===== src/rtl/tff_bank.sv =====
// -----------------------------------------------------------------------------
// tff_bank
//
// Bank of WIDTH toggle flip-flops driven by asynchronous toggle requests
// (typically board buttons). Each request is synchronised into the sysclk
// domain. In level mode a high request toggles its bit on every cycle. In edge
// mode a request toggles its bit once per rising edge. A saturating counter
// accumulates the total number of individual bit toggles.
//
// Parameters:
//   WIDTH        number of toggle flip-flops (1..32)
//   SYNC_STAGES  synchroniser depth on t_in (>= 2)
//   CNT_W        width of toggle_cnt (>= 2)
//
// Ports:
//   sysclk      system clock, all state changes on its rising edge
//   reset_n     asynchronous active-low reset, clears every flop
//   t_in        toggle requests, asynchronous to sysclk, one per bit
//   mode        0 = level mode, 1 = edge mode
//   clr         synchronous clear of q, toggled and toggle_cnt (active high)
//   hold        freezes q and toggle_cnt, discards requests (active high)
//   q           flip-flop states
//   toggled     one-cycle pulse: at least one q bit changed on the last edge
//   toggle_cnt  saturating total of individual bit toggles
//   cnt_sat     high while toggle_cnt is all-ones
// -----------------------------------------------------------------------------
module tff_bank #(
  parameter int WIDTH       = 4,
  parameter int SYNC_STAGES = 2,
  parameter int CNT_W       = 8
) (
  input  logic             sysclk,
  input  logic             reset_n,
  input  logic [WIDTH-1:0] t_in,
  input  logic             mode,
  input  logic             clr,
  input  logic             hold,
  output logic [WIDTH-1:0] q,
  output logic             toggled,
  output logic [CNT_W-1:0] toggle_cnt,
  output logic             cnt_sat
);

  localparam int PC_W = $clog2(WIDTH + 1);
  // The sum must also hold a popcount that is wider than the counter itself
  // (for example a very narrow counter on a wide bank), so take the larger.
  localparam int SUM_W = (CNT_W + 1 > PC_W + 1) ? CNT_W + 1 : PC_W + 1;
  localparam logic [CNT_W-1:0] CNT_MAX = '1;

  logic [SYNC_STAGES-1:0][WIDTH-1:0] sync_r;
  logic [WIDTH-1:0]                  t_sync;
  logic [WIDTH-1:0]                  t_prev;
  logic [WIDTH-1:0]                  tv;
  logic [PC_W-1:0]                   pop;
  logic [SUM_W-1:0]                  sum;
  logic [CNT_W-1:0]                  cnt_next;

  assign t_sync = sync_r[SYNC_STAGES-1];

  // Synchroniser chain and one-cycle delayed copy for edge detection. These
  // keep running through clr and hold, so an edge seen while holding is
  // already consumed in t_prev when hold drops.
  // NOTE: every synchroniser stage is reset as well; otherwise a stale
  // request left over from before reset could toggle q right after release.
  always_ff @(posedge sysclk or negedge reset_n) begin
    if (!reset_n) begin
      sync_r <= '0;
      t_prev <= '0;
    end else begin
      // NOTE: non-blocking assignments make every stage sample the old value
      // of its neighbour, which is what turns this into a shift chain.
      sync_r <= {sync_r[SYNC_STAGES-2:0], t_in};
      t_prev <= t_sync;
    end
  end

  // Toggle vector and its population count.
  // NOTE: pop gets a default before the loop, so no latch is inferred.
  always_comb begin
    tv  = mode ? (t_sync & ~t_prev) : t_sync;
    pop = '0;
    for (int i = 0; i < WIDTH; i++) begin
      pop = pop + PC_W'(tv[i]);
    end
  end

  // Widened sum, then clamp so the counter never wraps.
  always_comb begin
    sum      = SUM_W'(toggle_cnt) + SUM_W'(pop);
    cnt_next = (sum > SUM_W'(CNT_MAX)) ? CNT_MAX : sum[CNT_W-1:0];
  end

  // Flip-flop bank with priority clr > hold > normal operation.
  always_ff @(posedge sysclk or negedge reset_n) begin
    if (!reset_n) begin
      q          <= '0;
      toggled    <= 1'b0;
      toggle_cnt <= '0;
    end else if (clr) begin
      q          <= '0;
      toggled    <= 1'b0;
      toggle_cnt <= '0;
    end else if (hold) begin
      toggled    <= 1'b0;
    end else begin
      q          <= q ^ tv;
      toggled    <= |tv;
      toggle_cnt <= cnt_next;
    end
  end

  assign cnt_sat = (toggle_cnt == CNT_MAX);

endmodule


===== config.mk =====
export PLATFORM = sky130hd
export DESIGN_NAME = tff_bank
export DESIGN_NICKNAME = d
export VERILOG_FILES = /design/src/rtl/tff_bank.sv
export SDC_FILE = /design/constraint.sdc
export NUM_CORES = 1
export LEC_CHECK = 0
export ABC_AREA = 1
export ABC_CLOCK_PERIOD_IN_PS = 3200
export BUFFER_PORTS_ARGS = -buffer_cell sky130_fd_sc_hd__buf_2
export CAP_MARGIN = 10
export CORE_AREA = 2 2 50 52
export CTS_CLUSTER_DIAMETER = 40
export DETAILED_ROUTE_END_ITERATION = 7
export DIE_AREA = 0 0 52 54
export HOLD_SLACK_MARGIN = 0.12
export PLACE_DENSITY = 0.81
export SYNTH_ARGS = -nofsm -noshare
export SYNTH_HDL_FRONTEND = slang
export SYNTH_SLANG_ARGS = --single-unit

===== constraint.sdc =====
create_clock -name sysclk -period 3.2 [get_ports sysclk]
set_clock_uncertainty 0.15 [all_clocks]
set_input_delay 0.32 -clock sysclk [delete_from_list [all_inputs] [get_ports sysclk]]
set_output_delay 0.32 -clock sysclk [all_outputs]
set_load 0.01 [all_outputs]

==> After elaboration in Yosys (flattened, before gate mapping) <==
Cells that the tools add are included.
Widths: inputs -> output; s select.
{ "op_classes": {"addsub": 4, "magnitude_cmp": 1, "eq_ne": 2, "mux": 8, "bitwise": 3, "n_reduce_logical": 1} }
{ "ops": {"columns": ["op", "count"], "rows": [
  ["$mux 8", 3],
  ["$mux 4", 3],
  ["$add 8x3->9", 1],
  ["$gt 9x8->1 const B", 1],
  ["$eq 8x8->1 const B", 1],
  ["$and 4x4->4", 1],
  ["$not 4->4", 1],
  ["$reduce_or 4->1", 1],
  ["$xor 4x4->4", 1],
  ["$add 2x1->3", 1],
  ["$add 3x1->3", 1],
  ["$add 1x1->2", 1],
  ["$mux 1", 2],
  ["$ne 2x2->1 const B", 1]
]} }
{ "word_totals": {"regBits": 25, "input_bits": 9, "out_inout_bits": 14, "word_cells": 25} }

==> Logic depth before layout (Yosys ltp) <==
Gate-level depths: netlist of run 1.
{ "depth": {"depth_word": 11, "mapped_depth": 13, "depth_no_buf": 13} }

==> Worst setup path after synthesis of run 1 <==
OpenSTA, ideal clock, no wires.
{ "synth_timing": {"path_kind": "reg-to-reg", "startpoint": "register t_prev[2]", "endpoint": "register toggle_cnt[6]", "setup_ns": 0.116, "arrival_time_ns": 2.100, "required_time_ns": 2.934, "setup_slack_ns": 0.833, "stages_incl_launch_ff": 14, "path_buffers": 0, "period_less_slack_ns": 2.367, "cell_sequence": "dfrtp_1 > nand2_1 > nand2_1 > fa_1 > fa_1 > inv_1 > fa_1 > nand2_1 > nor2_2 > nand2_1 > nand2_1 > nand3_1 > nand2_1 > nand2_1"} }
{ "synth_via": {"elab_chain_cells": 10} }
{ "synth_rtl": {"columns": ["item", "line_no", "text"], "rows": [
  ["start, declared", "52", "logic [WIDTH-1:0] t_prev;"],
  ["start signal, assigned", "73", "t_prev <= t_sync;"],
  ["$not 4->4 (*)", "80", "tv = mode ? (t_sync & ~t_prev) : t_sync;"],
  ["$and 4x4->4 (*)", "80", null],
  ["$mux 4 (*)", "80", null],
  ["$add 2x1->3 (*)", "83", "pop = pop + PC_W'(tv[i]);"],
  ["$add 3x1->3 (*)", "83", null],
  ["$add 8x3->9 (*)", "89", "sum = SUM_W'(toggle_cnt) + SUM_W'(pop);"],
  ["$gt 9x8->1", "90", "cnt_next = (sum > SUM_W'(CNT_MAX)) ? CNT_MAX : sum[CNT_W-1:0];"],
  ["$mux 8 (*)", "90", null],
  ["$mux 8 (*)", "103", "end else if (hold) begin"],
  ["$mux 8 (*)", "99", "end else if (clr) begin"],
  ["end signal, assigned", "108", "toggle_cnt <= cnt_next;"],
  ["end, declared", "40", "output logic [CNT_W-1:0] toggle_cnt,"]
]} }
Every way passes the cells marked *; elsewhere a longest branch is shown, timed or not. The select of a mux whose other input is x is not followed.
A chain may end at the register's enable or synchronous reset.

==> Worst setup path in the final report of run 1 <==
Same ends and word-level chain as after synthesis.

==> results of run 1 <==
how the worst max path moves through the flow:
| stage | cells past startpoint | to | startpoint | slack, ns |
|---|---|---|---|---|
| floorplan | 13 | toggle_cnt[6] | t_prev[2] | 0.83 |
| global placement | 14 | toggle_cnt[6] | mode | 0.67 |
| detailed placement | 14 | toggle_cnt[6] | mode | 0.59 |
| CTS | 13 | toggle_cnt[6] | t_prev[2] | 0.67 |
| global route | 13 | toggle_cnt[6] | t_prev[2] | 0.44 |
| finish | 13 | toggle_cnt[6] | t_prev[2] | 0.68 |
Yosys cell counts:
library cell / n / area [sq um]
sky130_fd_sc_hd__a21oi_1: 2 / 10.0
sky130_fd_sc_hd__a31oi_1: 4 / 25.0
sky130_fd_sc_hd__a41oi_1: 1 / 8.76
sky130_fd_sc_hd__buf_6: 1 / 11.3
sky130_fd_sc_hd__clkinv_1: 2 / 7.51
sky130_fd_sc_hd__dfrtp_1: 25 / 626
sky130_fd_sc_hd__fa_1: 3 / 60.1
sky130_fd_sc_hd__ha_1: 1 / 12.5
sky130_fd_sc_hd__inv_1: 9 / 33.8
sky130_fd_sc_hd__inv_2: 2 / 7.51
sky130_fd_sc_hd__nand2_1: 38 / 143
sky130_fd_sc_hd__nand2_2: 2 / 12.5
sky130_fd_sc_hd__nand3_1: 7 / 35.0
sky130_fd_sc_hd__nand3b_1: 1 / 7.51
sky130_fd_sc_hd__nand4_1: 1 / 6.26
sky130_fd_sc_hd__nand4_2: 1 / 12.5
sky130_fd_sc_hd__nor2_1: 3 / 11.3
sky130_fd_sc_hd__nor2_2: 4 / 25.0
sky130_fd_sc_hd__nor3_1: 4 / 20.0
sky130_fd_sc_hd__nor3b_2: 4 / 50.1
sky130_fd_sc_hd__o21ai_1: 5 / 25.0
sky130_fd_sc_hd__or2_1: 1 / 6.26
state kept, by name, summed over array words and instances, names as in the netlist:
name        count
toggled         1
t_prev          4
toggle_cnt      8
q               4
sync_r          4
t_sync          4
worst max-delay path, cell delays in order, from the launching register on:
cell and delay (ns):
sky130_fd_sc_hd__dfrtp_1 0.39, sky130_fd_sc_hd__nand2_1 0.09, sky130_fd_sc_hd__nand2_1 0.12, sky130_fd_sc_hd__fa_1 0.50, sky130_fd_sc_hd__fa_1 0.39, sky130_fd_sc_hd__inv_1 0.10
sky130_fd_sc_hd__fa_1 0.21, sky130_fd_sc_hd__nand2_1 0.08, sky130_fd_sc_hd__nor2_2 0.13, sky130_fd_sc_hd__nand2_1 0.06, sky130_fd_sc_hd__nand2_1 0.06, sky130_fd_sc_hd__nand3_1 0.07
sky130_fd_sc_hd__nand2_1 0.06, sky130_fd_sc_hd__nand2_1 0.04
layout make-up:
class	instances	area (sq um)
inverter	13	48.8
clock inverter	1	8.76
timing repair buffer	28	170
multi-input combinational	82	470
fill	203	936
clock buffer	3	22.5
sequential	25	626
tap	30	37.5
cell usage in the layout (no fill, tap or decap), types with 4 or more instances in the layout:
cell,Yosys,routed
sky130_fd_sc_hd__buf_2,0,22
sky130_fd_sc_hd__dfrtp_1,25,25
sky130_fd_sc_hd__nand2_1,38,38
sky130_fd_sc_hd__nand3_1,7,7
sky130_fd_sc_hd__dlygate4sd3_1,0,6
sky130_fd_sc_hd__inv_1,9,9
sky130_fd_sc_hd__a31oi_1,4,4
sky130_fd_sc_hd__nor3b_2,4,4
sky130_fd_sc_hd__nor3_1,4,4
sky130_fd_sc_hd__nor2_2,4,4
sky130_fd_sc_hd__o21ai_1,5,5
timing repair:
item / in CTS / in global routing
hold buffers: 6 / 0
endpoints found under the setup margin: 0 / 0
setup buffers: 0 / 0
endpoints found under the hold margin: 32 / 0
cells by family (layout without fill, tap and decap cells):
kind of cell | count (synthesis) | count (layout)
buffers and inverters | 14 | 45
and+or+nand+nor | 66 | 66
adders and majority gates | 4 | 4
AOI/OAI and AO/OA | 12 | 12
DFF | 25 | 25
report_power, final:
group          leakage (nW)  internal, mW  switching (mW)
clock                0.0183        0.0508          0.0982
combinational         0.378        0.0410          0.0554
sequential            0.316         0.334          0.0148
total                 0.712         0.426           0.169
routing by layer:
layer  part of all wire [%]  global-route usage, %  vias up
met3                    3.0                   3.61        6
li1                       -                      -      451
met1                     44                   21.4      430
met4                    1.7                   8.33        0
met5                      0                      0        -
met2                     51                   28.5       18
==> qor_table.md, run 1 <==
| Result | Reported |
|:---|:---|
| NumNets Final | 166 |
| Type of element launching the critical path | flip-flop |
| Post-synthesis share of cell area spent on xor and xnor gates | 0% |
| Final setup TNS | 0 ns |
| Endpoint of the worst hold path | toggle_cnt[6] |
| Placed insts | 172 |
| Required time of the critical path | 3.28 ns |
| Ports placed on the boundary | 23 |
| Final setup viols | 0 |
| Number of port buffers | 22 |
| RSZ-0062 raised after global routing | false |
| Core ar. | 2320 sq um |
| Pin count of the biggest net entering global routing | 26 |
| Cell area after synthesis | 1160 sq um |
| Remaining antenna violation count | 0 |
| Placer's final routability congestion estimate | 0.914 |
| Number of antenna violations at the first check in global routing | 0 |
| Slew Limit Headroom | 61.6% |
| Element type at the critical path end | flip-flop |
| Synthesized instance count | 121 |
| Clock sink total | 25 |
| Initial cell density of the core | 49.8% |
| Vias in the first global route | 835 |
| Wire length of the first global-routing pass | 3440 microns |
| MaxCap Viol Count | 0 |
| Largest family of logic cells by synthesized area | simple AND/OR/NAND/NOR gates |
| Total length of routed wires | 2180 microns |
| CTS Buffer Depth | 2 |
| Routed length per placed instance | 12.0 microns |
| Type of the setup path with the least slack | reg -> reg |
| Dpl hpwl | 1600 microns |
| Standard-cell rows | 18 |
| Worst R2R Setup Slack | 0.68 ns |
| Worst hold slack across all endpoints | 0.161 ns |
| Overall Power | 595 uW |
| Number of buffers created by CTS | 3 |
| Fin util | 59.7% |
| Syn avg cell area | 9.55 sq um |
| Capturing point of the worst reg2reg path | toggle_cnt[6] |
| Outcome | complete, no violations |
| Share of the clock period used by the worst path after layout | 78.8% |
| Htree depth | 1 |
| Achievable clock frequency | 0.397 GHz |
| Cell area reported after detailed placement | 1290 sq um |
| Number of library cell types mapped by synthesis | 22 |
| Time the final worst path needs with I/O delays and setup | 2.52 ns |
| Detailed-route vias per instance | 4.97 |
| Layout cell share with drive strength beyond 1 | 25.7% |
| Endpoints failing hold | 0 |
| Final Instance Area | 1380 sq um |
| Multiplexer share of the synthesized area | 0% |
| Total DRC errors in the routed layout | 0 |
| Clk Latency, worst-skew pair | 0.31 ns |
| Power density over cell area | 430 nW/um^2 |
| Worst-Margin Slew | 0.575 ns |
| Net count of the mapped netlist | 134 |
| Final non-filler cell total | 182 |
| Global-route usage over all layers | 17.1% |
| Smallest setup slack after layout | 0.679 ns |
| Endpoint arrival time on the critical path | 2.60 ns |
| Launch point of the worst reg-to-reg path | t_prev[2] |
| Sequential share of the synthesized area | 54.1% |
| Vias | 905 |
| Hold depth | 4 |
| Clock-pin transition on the worst setup and hold timing paths | 0.15 ns |
| Maximum fanout along the worst path | 3 |
| Number of storage elements in the synthesis netlist | 25 |
| Complex-gate fraction of the synthesized area | 5.95% |
| Static Leak | 0.712 nW |
| Iteration count of the initial detailed-routing pass | 4 |
| Detailed router's first-iteration violation count | 26 |
| Clock root buffer | sky130_fd_sc_hd__clkbuf_4 |
| Die Span Y | 54 microns |
| Arithmetic-cell share of the synthesized area counting full adders, half adders and majority gates | 6.28% |
| Growth of design area from synthesis to finish | 19.7% |
| Hold path startpoint | hold |
| Synthesis Warnings | 0 |
| Die area | 2810 sq um |
| Final count of pins violating max slew | 0 |
| Gr ovfl total | 0 |
| Clock tree from TritonCTS | done |
| Post-CTS Resized | 0 |
| Peak ir drop on the vdd network | 0.345 mV |
| Area share of and/or/nand/nor cells after synthesis | 28.5% |
| Worst hold path class | in -> reg |
| Die width | 52 microns |
| Setup slack at placement | 0.591 ns |
| Count of cells along the worst register-to-register path | 13 |
| Diodes inserted | 0 |
Note: power is estimated with default switching activity, not from simulation.
==> run 2: changes to the inputs <==
ABC_CLOCK_PERIOD_IN_PS = 2400   (was 3200)
clock period = 2.4 ns   (was 3.2 ns; I/O delays follow)
==> run 2 against run 1 <==
  * The flow now finishes with violations (setup timing)
  * Cell count up 18%
  * Sequential share of layout area down 8.6 points
  * Via count up 22%
  * Count of clock-buffer cells in the layout unchanged
  * Sequential cell count unchanged
  * Worst hold slack worse by 0.045 ns
  * Register-to-register slack worse by 0.84 ns
  * Routed wire length up 51%
  * Clock power up 40%
  * Total power up 50%
  * Critical path type unchanged
  * Largest power group unchanged
==> qor_table.md, run 2 (same netlist as run 1, synthesis figures left out) <==
| Result | Reported |
|:---|:---|
| Outcome | complete, but fails checks |
| Failing checks | setup timing |
| Internal Pwr Total | 620 uW |
| Worst setup path startpoint | t_prev[0] |
| Hold path startpoint | clr |
| Slew Limit Headroom | 63.3% |
| Detailed-route vias per instance | 5.12 |
| Type of element launching the critical path | flip-flop |
| Vias | 1100 |
| Wire length of the first global-routing pass | 4910 microns |
| Fin util | 73.6% |
| Power density over cell area | 523 nW/um^2 |
| Final setup TNS | -1.06 ns |
| Clock sink total | 25 |
| Iteration count of the initial detailed-routing pass | 4 |
| Diodes inserted | 0 |
| NumNets Final | 199 |
| Switching power as a share of total power | 30.5% |
| Htree depth | 1 |
| Number of buffers created by CTS | 3 |
| Die area | 2810 sq um |
| Global-route usage over all layers | 24.8% |
| Wire length on met1 | 1390 microns |
| MaxCap Viol Count | 0 |
| Placer's final routability congestion estimate | 0.894 |
| Final setup viols | 9 |
| Combinational share of power | 24.0% |
| RSZ-0062 raised after global routing | true |
| Fillers | 147 |
| Ports placed on the boundary | 23 |
| Achievable clock frequency | 0.390 GHz |
| Maximum fanout along the worst path | 2 |
| Highest metal layer with signal wires | met4 |
| Share of the clock period used by the worst path after layout | 107% |
| Routed length per placed instance | 15.3 microns |
| Worst hold slack across all endpoints | 0.116 ns |
| Top library cells by usage in the layout, fill and taps aside | sky130_fd_sc_hd__nand2_1, sky130_fd_sc_hd__buf_4, sky130_fd_sc_hd__dfrtp_1 |
| Static Leak | 0.884 nW |
| Flip-flop count of the largest register, all copies and words added | 8 |
| Peak ir drop on the vdd network | 0.497 mV |
| Growth of design area from synthesis to finish | 47.6% |
| CTS Buffer Depth | 2 |
| Die width | 52 microns |
| Total DRC errors in the routed layout | 0 |
| Vias in the first global route | 1042 |
| Gr ovfl total | 0 |
| Final count of pins violating max slew | 0 |
| Initial cell density of the core | 49.8% |
| Clock tree from TritonCTS | done |
| Clock network fraction of total power | 23.3% |
| Number of port buffers | 22 |
| Endpoint arrival time on the critical path | 2.65 ns |
| Standard-cell rows | 18 |
| Launch point of the worst reg-to-reg path | t_prev[0] |
| Number of antenna violations at the first check in global routing | 0 |
| Type of the setup path with the least slack | reg -> reg |
| Worst-Margin Slew | 0.550 ns |
| Met3 WL post-DR | 107 microns |
| Clock root buffer | sky130_fd_sc_hd__clkbuf_4 |
| Die Span Y | 54 microns |
| Layout cell share with drive strength beyond 1 | 43.8% |
| Smallest setup slack after layout | -0.161 ns |
| Register bank with the most flops | toggle_cnt |
| Setup slack at placement | -0.111 ns |
| Element type at the critical path end | flip-flop |
| Core ar. | 2320 sq um |
| Remaining antenna violation count | 0 |
| Dpl hpwl | 1700 microns |
| # hold bufs at CTS | 9 |
| NetSw | 272 uW |
| Detailed router's first-iteration violation count | 22 |
| Worst hold path class | in -> reg |
| Length of routed met2 wiring | 1690 microns |
| Portion of total power attributed to sequential cells | 52.6% |
| Clock-pin transition on the worst setup and hold timing paths | 0.15 ns |
| Endpoints failing hold | 0 |
| Pin count of the biggest net entering global routing | 26 |
| Required time of the critical path | 2.49 ns |
| Clk Latency, worst-skew pair | 0.33 ns |
| Commonest non-fill, non-tap cell in the layout | sky130_fd_sc_hd__nand2_1 |
| Time the final worst path needs with I/O delays and setup | 2.56 ns |
| Total length of routed wires | 3290 microns |
## run 2: final timing paths
kind                                  to  slack (ns)  depth (start not counted)
max                                 q[0]       -0.16                         16
min                        toggle_cnt[6]        0.12                          4
max reg2reg                         q[0]       -0.16                         16
min reg2reg                    t_sync[2]        0.21                          0
max in group asynchronous  toggle_cnt[2]        1.48                          2
min in group asynchronous      sync_r[1]        0.25                          2
## run 2: per-layer routing
metal	vias up	global-route usage [%]
met5	-	0
met4	0	8.33
met3	12	2.50
met2	44	43.7
met1	523	32.0
li1	521	-
## run 2: area by class of cell
class / instances / area (sq um) / share of cell area (%)
multi-input cells: 82 / 534 / 31.3
clock buffers: 3 / 22.5 / 1.32
repair buffers: 61 / 429 / 25.1
flip-flops and latches: 25 / 626 / 36.7
clock inverters: 1 / 8.76 / 0.513
well taps: 30 / 37.5 / 2.20
inverters: 13 / 48.8 / 2.86
## run 2: worst max-delay path, stage by stage (launching register included)
cell                      delay [ns]
sky130_fd_sc_hd__dfrtp_1        0.39
sky130_fd_sc_hd__nand2_2        0.08
sky130_fd_sc_hd__buf_4          0.14
sky130_fd_sc_hd__buf_6          0.11
sky130_fd_sc_hd__buf_4          0.13
sky130_fd_sc_hd__buf_4          0.12
sky130_fd_sc_hd__buf_4          0.12
sky130_fd_sc_hd__buf_4          0.12
sky130_fd_sc_hd__buf_4          0.12
sky130_fd_sc_hd__buf_4          0.12
sky130_fd_sc_hd__buf_4          0.13
sky130_fd_sc_hd__buf_4          0.12
sky130_fd_sc_hd__buf_4          0.12
sky130_fd_sc_hd__buf_4          0.12
sky130_fd_sc_hd__buf_4          0.13
sky130_fd_sc_hd__a31oi_4        0.18
sky130_fd_sc_hd__nor3_2         0.05
## run 2: timing repair
item / in CTS / in global routing
endpoints found under the setup margin: 8 / 10
resized for setup: 9 / 9
cloned: 0 / 0
hold endpoints to repair: 41 / 3
pin swaps: 10 / 7
setup buffers: 24 / 2
## run 2: power groups by stage
stage	clock, mW	combinational (mW)	sequential [mW]
final	0.208	0.214	0.470
after CTS	0.213	0.187	0.467
after global routing	0.226	0.230	0.472
after floorplan	0	0.0707	0.478
after detailed placement	0	0.138	0.474
after global placement	0	0.129	0.472
## run 2: metrics by stage
stage / cell area, sq um / instances / total power, mW
2_1_floorplan: 1160 / 121 / 0.549
4_1_cts: 1660 / 215 / 0.866
6_report: 1710 / 215 / 0.893
3_5_place_dp: 1340 / 178 / 0.612
5_1_grt: 1710 / 215 / 0.929
3_3_place_gp: 1340 / 178 / 0.601
==> run 3: changes to the inputs <==
ABC_AREA = unset   (was 1)
CORE_AREA = 2 2 49 51   (was 2 2 50 52)
DIE_AREA = 0 0 51 53   (was 0 0 52 54)
PLACE_DENSITY = 0.8   (was 0.81)
==> run 3 against run 2 <==
  * The run still ends with setup timing left
  * Critical endpoint is now toggle_cnt[6]
  * Sequential power is 2% lower
  * Combinational power fell by 35%
  * Count of clock-buffer cells in the layout unchanged
  * Register-to-register slack improved by 0.07 ns
  * Area after synthesis shrank 6.8%
  * First-iteration DRC count decreased by 73%
==> qor_table.md, run 3 <==
| Result | Reported |
|:---|:---|
| Net count of the mapped netlist | 107 |
| Detailed router's first-iteration violation count | 6 |
| Endpoints failing hold | 0 |
| Clock tree from TritonCTS | done |
| Clock root buffer | sky130_fd_sc_hd__clkbuf_4 |
| Type of element launching the critical path | flip-flop |
| Final setup viols | 6 |
| Type of the setup path with the least slack | reg -> reg |
| Pin count of the biggest net entering global routing | 26 |
| Standard-cell rows | 17 |
| Dpl hpwl | 1420 microns |
| Fillers | 162 |
| Die width | 51 microns |
| Ports placed on the boundary | 23 |
| CTS Buffer Depth | 2 |
| Smallest setup slack after layout | -0.0951 ns |
| Flip-flop count of the largest register, all copies and words added | 8 |
| Complex-gate fraction of the synthesized area | 14.1% |
| Detailed-route vias per instance | 5.20 |
| Register bank with the most flops | toggle_cnt |
| Commonest non-fill, non-tap cell in the layout | sky130_fd_sc_hd__dfrtp_1 |
| Global-route usage over all layers | 18.3% |
| Number of library cell types mapped by synthesis | 29 |
| Top cell type's share of synthesized area | 58.1% |
| Count of cells along the worst register-to-register path | 9 |
| Outcome | complete, but fails checks |
| Clock-pin transition on the worst setup and hold timing paths | 0.15 ns |
| Worst hold path class | reg -> reg |
| Multiplexer share of the synthesized area | 0% |
| Sequential share of the synthesized area | 58.1% |
| Number of buffers created by CTS | 3 |
| Placer's final routability congestion estimate | 0.789 |
| Slew Limit Headroom | 65.2% |
| Maximum fanout along the worst path | 4 |
| Synth cell count leaders | sky130_fd_sc_hd__dfrtp_1, sky130_fd_sc_hd__nand2_1, sky130_fd_sc_hd__a21oi_1 |
| Largest family of logic cells by synthesized area | simple AND/OR/NAND/NOR gates |
| Arithmetic-cell share of the synthesized area counting full adders, half adders and majority gates | 6.74% |
| Element type at the critical path end | flip-flop |
| Total DRC errors in the routed layout | 0 |
| Area share of and/or/nand/nor cells after synthesis | 18.9% |
| Time the final worst path needs with I/O delays and setup | 2.50 ns |
| Top library cells by usage in the layout, fill and taps aside | sky130_fd_sc_hd__dfrtp_1, sky130_fd_sc_hd__buf_2, sky130_fd_sc_hd__nand2_1 |
| Number of port buffers | 22 |
| Static Leak | 0.650 nW |
| Failing checks | setup timing |
| Number of storage elements in the synthesis netlist | 25 |
| Die area | 2700 sq um |
| Hold path startpoint | sync_r[1] |
| Endpoint of the worst hold path | t_sync[1] |
| Required time of the critical path | 2.49 ns |
| Clk Latency, worst-skew pair | 0.32 ns |
| Routed length per placed instance | 13.5 microns |
| Cells taking the most area after synthesis | sky130_fd_sc_hd__dfrtp_1, sky130_fd_sc_hd__fa_1, sky130_fd_sc_hd__nand2_1, sky130_fd_sc_hd__a21oi_1, sky130_fd_sc_hd__nor3_1 |
| Most frequently used cell type in the post-synthesis netlist | sky130_fd_sc_hd__dfrtp_1 |
| Clock sink total | 25 |
| Endpoint arrival time on the critical path | 2.59 ns |
| Layout cell share with drive strength beyond 1 | 41.2% |
| Number of enable flip-flop cells after synthesis | 0 |
| Core ar. | 2150 sq um |
| NumNets Final | 145 |
| Final count of pins violating max slew | 0 |
| Worst hold slack across all endpoints | 0.224 ns |
| Final setup TNS | -0.290 ns |
| Htree depth | 1 |
| Diodes inserted | 0 |
| Hold depth | 0 |
| Worst R2R Setup Slack | -0.1 ns |
| Setup slack at placement | -0.133 ns |
| Synthesis Warnings | 0 |
| MaxCap Viol Count | 0 |
| Wire length of the first global-routing pass | 3570 microns |
| Launch point of the worst reg-to-reg path | t_prev[2] |
| Main synth FF type | sky130_fd_sc_hd__dfrtp_1 |
| Most area-hungry cell type in the Yosys netlist | sky130_fd_sc_hd__dfrtp_1 |
| Synthesized instance count | 94 |
| Final Instance Area | 1430 sq um |
| Syn avg cell area | 11.5 sq um |
| Peak ir drop on the vdd network | 0.450 mV |
| RSZ-0062 raised after global routing | true |
| Growth of design area from synthesis to finish | 32.8% |
| Async S/R FF share, synth | 100% |
| Total length of routed wires | 2140 microns |
| Fin util | 66.6% |
| Post-synthesis share of cell area spent on xor and xnor gates | 0% |
| Vias in the first global route | 768 |
| Iteration count of the initial detailed-routing pass | 4 |
| Remaining antenna violation count | 0 |
| Cell area after synthesis | 1080 sq um |
| Cell area reported after detailed placement | 1250 sq um |
| Die Span Y | 53 microns |
| Initial cell density of the core | 50.1% |
| Vias | 827 |
| Share of the clock period used by the worst path after layout | 104% |
| Power density over cell area | 561 nW/um^2 |
| Worst-Margin Slew | 0.522 ns |
| Achievable clock frequency | 0.401 GHz |
| Gr ovfl total | 0 |
| Number of antenna violations at the first check in global routing | 0 |
| Capturing point of the worst reg2reg path | toggle_cnt[6] |
-- run 3: changes by cell type after synthesis, sizes merged, moves of 4 or more --
cell / delta
a21oi: +6
a211oi: +4
nand2: -28
or3: +4
nor2b: +4
nor2: -4
nand3: -4
inv: -7
-- run 3: layout make-up --
type                       instances  area [sq um]  share of cell area (%)
sequential                        25           626                    43.7
multi-input combinational         63           498                    34.8
timing repair buffer              35           225                    15.7
inverter                           4          15.0                    1.05
tap                               28          35.0                    2.45
clock buffer                       3          22.5                    1.57
clock inverter                     1          8.76                   0.612
-- run 3: report_power, final --
part | internal (mW) | switching, mW | total (mW)
sequential | 0.443 | 0.0163 | 0.459
clock | 0.0679 | 0.136 | 0.204
combinational | 0.0679 | 0.0719 | 0.140
total | 0.578 | 0.224 | 0.802
-- run 3: cell families after synthesis --
logic type,count (synthesis)
AOI/OAI and AO/OA,21
adders and majority gates,4
buffers and inverters,6
DFF,25
and+or+nand+nor,38
-- run 3: worst max-delay path: stages, from the launching register on --
cell and delay [ns]:
sky130_fd_sc_hd__dfrtp_1 0.39, sky130_fd_sc_hd__nand2_1 0.07, sky130_fd_sc_hd__nand2_2 0.06, sky130_fd_sc_hd__fa_1 0.49, sky130_fd_sc_hd__fa_2 0.37, sky130_fd_sc_hd__inv_2 0.07, sky130_fd_sc_hd__fa_2 0.23, sky130_fd_sc_hd__and4b_2 0.32
sky130_fd_sc_hd__a21oi_2 0.08, sky130_fd_sc_hd__a311oi_2 0.18
-- run 3: per-layer routing --
metal	wire, microns	global-route usage (%)	vias to the layer above
met5	0	0	-
met4	53	8.11	0
met2	1050	30.3	18
met1	989	23.3	394
met3	55	3.39	8
li1	-	-	407
-- run 3: worst max-delay path by stage --
stage	from	to	slack, ns	depth (start not counted)
after floorplan	t_prev[2]	toggle_cnt[6]	0.007	9
after global placement	mode	toggle_cnt[6]	-0.08	10
after detailed placement	t_prev[2]	toggle_cnt[6]	-0.13	9
after CTS	t_prev[2]	toggle_cnt[6]	-0.06	9
after global routing	t_prev[2]	toggle_cnt[0]	-0.23	10
final	t_prev[2]	toggle_cnt[6]	-0.1	9
-- run 3: through the flow --
step	power [mW]	std cells
CTS	0.799	158
finish	0.802	159
detailed placement	0.585	146
global placement	0.579	146
floorplan	0.533	94
global route	0.842	159
-- run 3: what timing repair did --
action / CTS / global route
endpoints found under the hold margin: 38 / 0
setup endpoints to repair: 8 / 8
gates resized for setup: 4 / 11
pin swaps: 10 / 5
hold buffers: 7 / 0
buffers inserted: 1 / 1
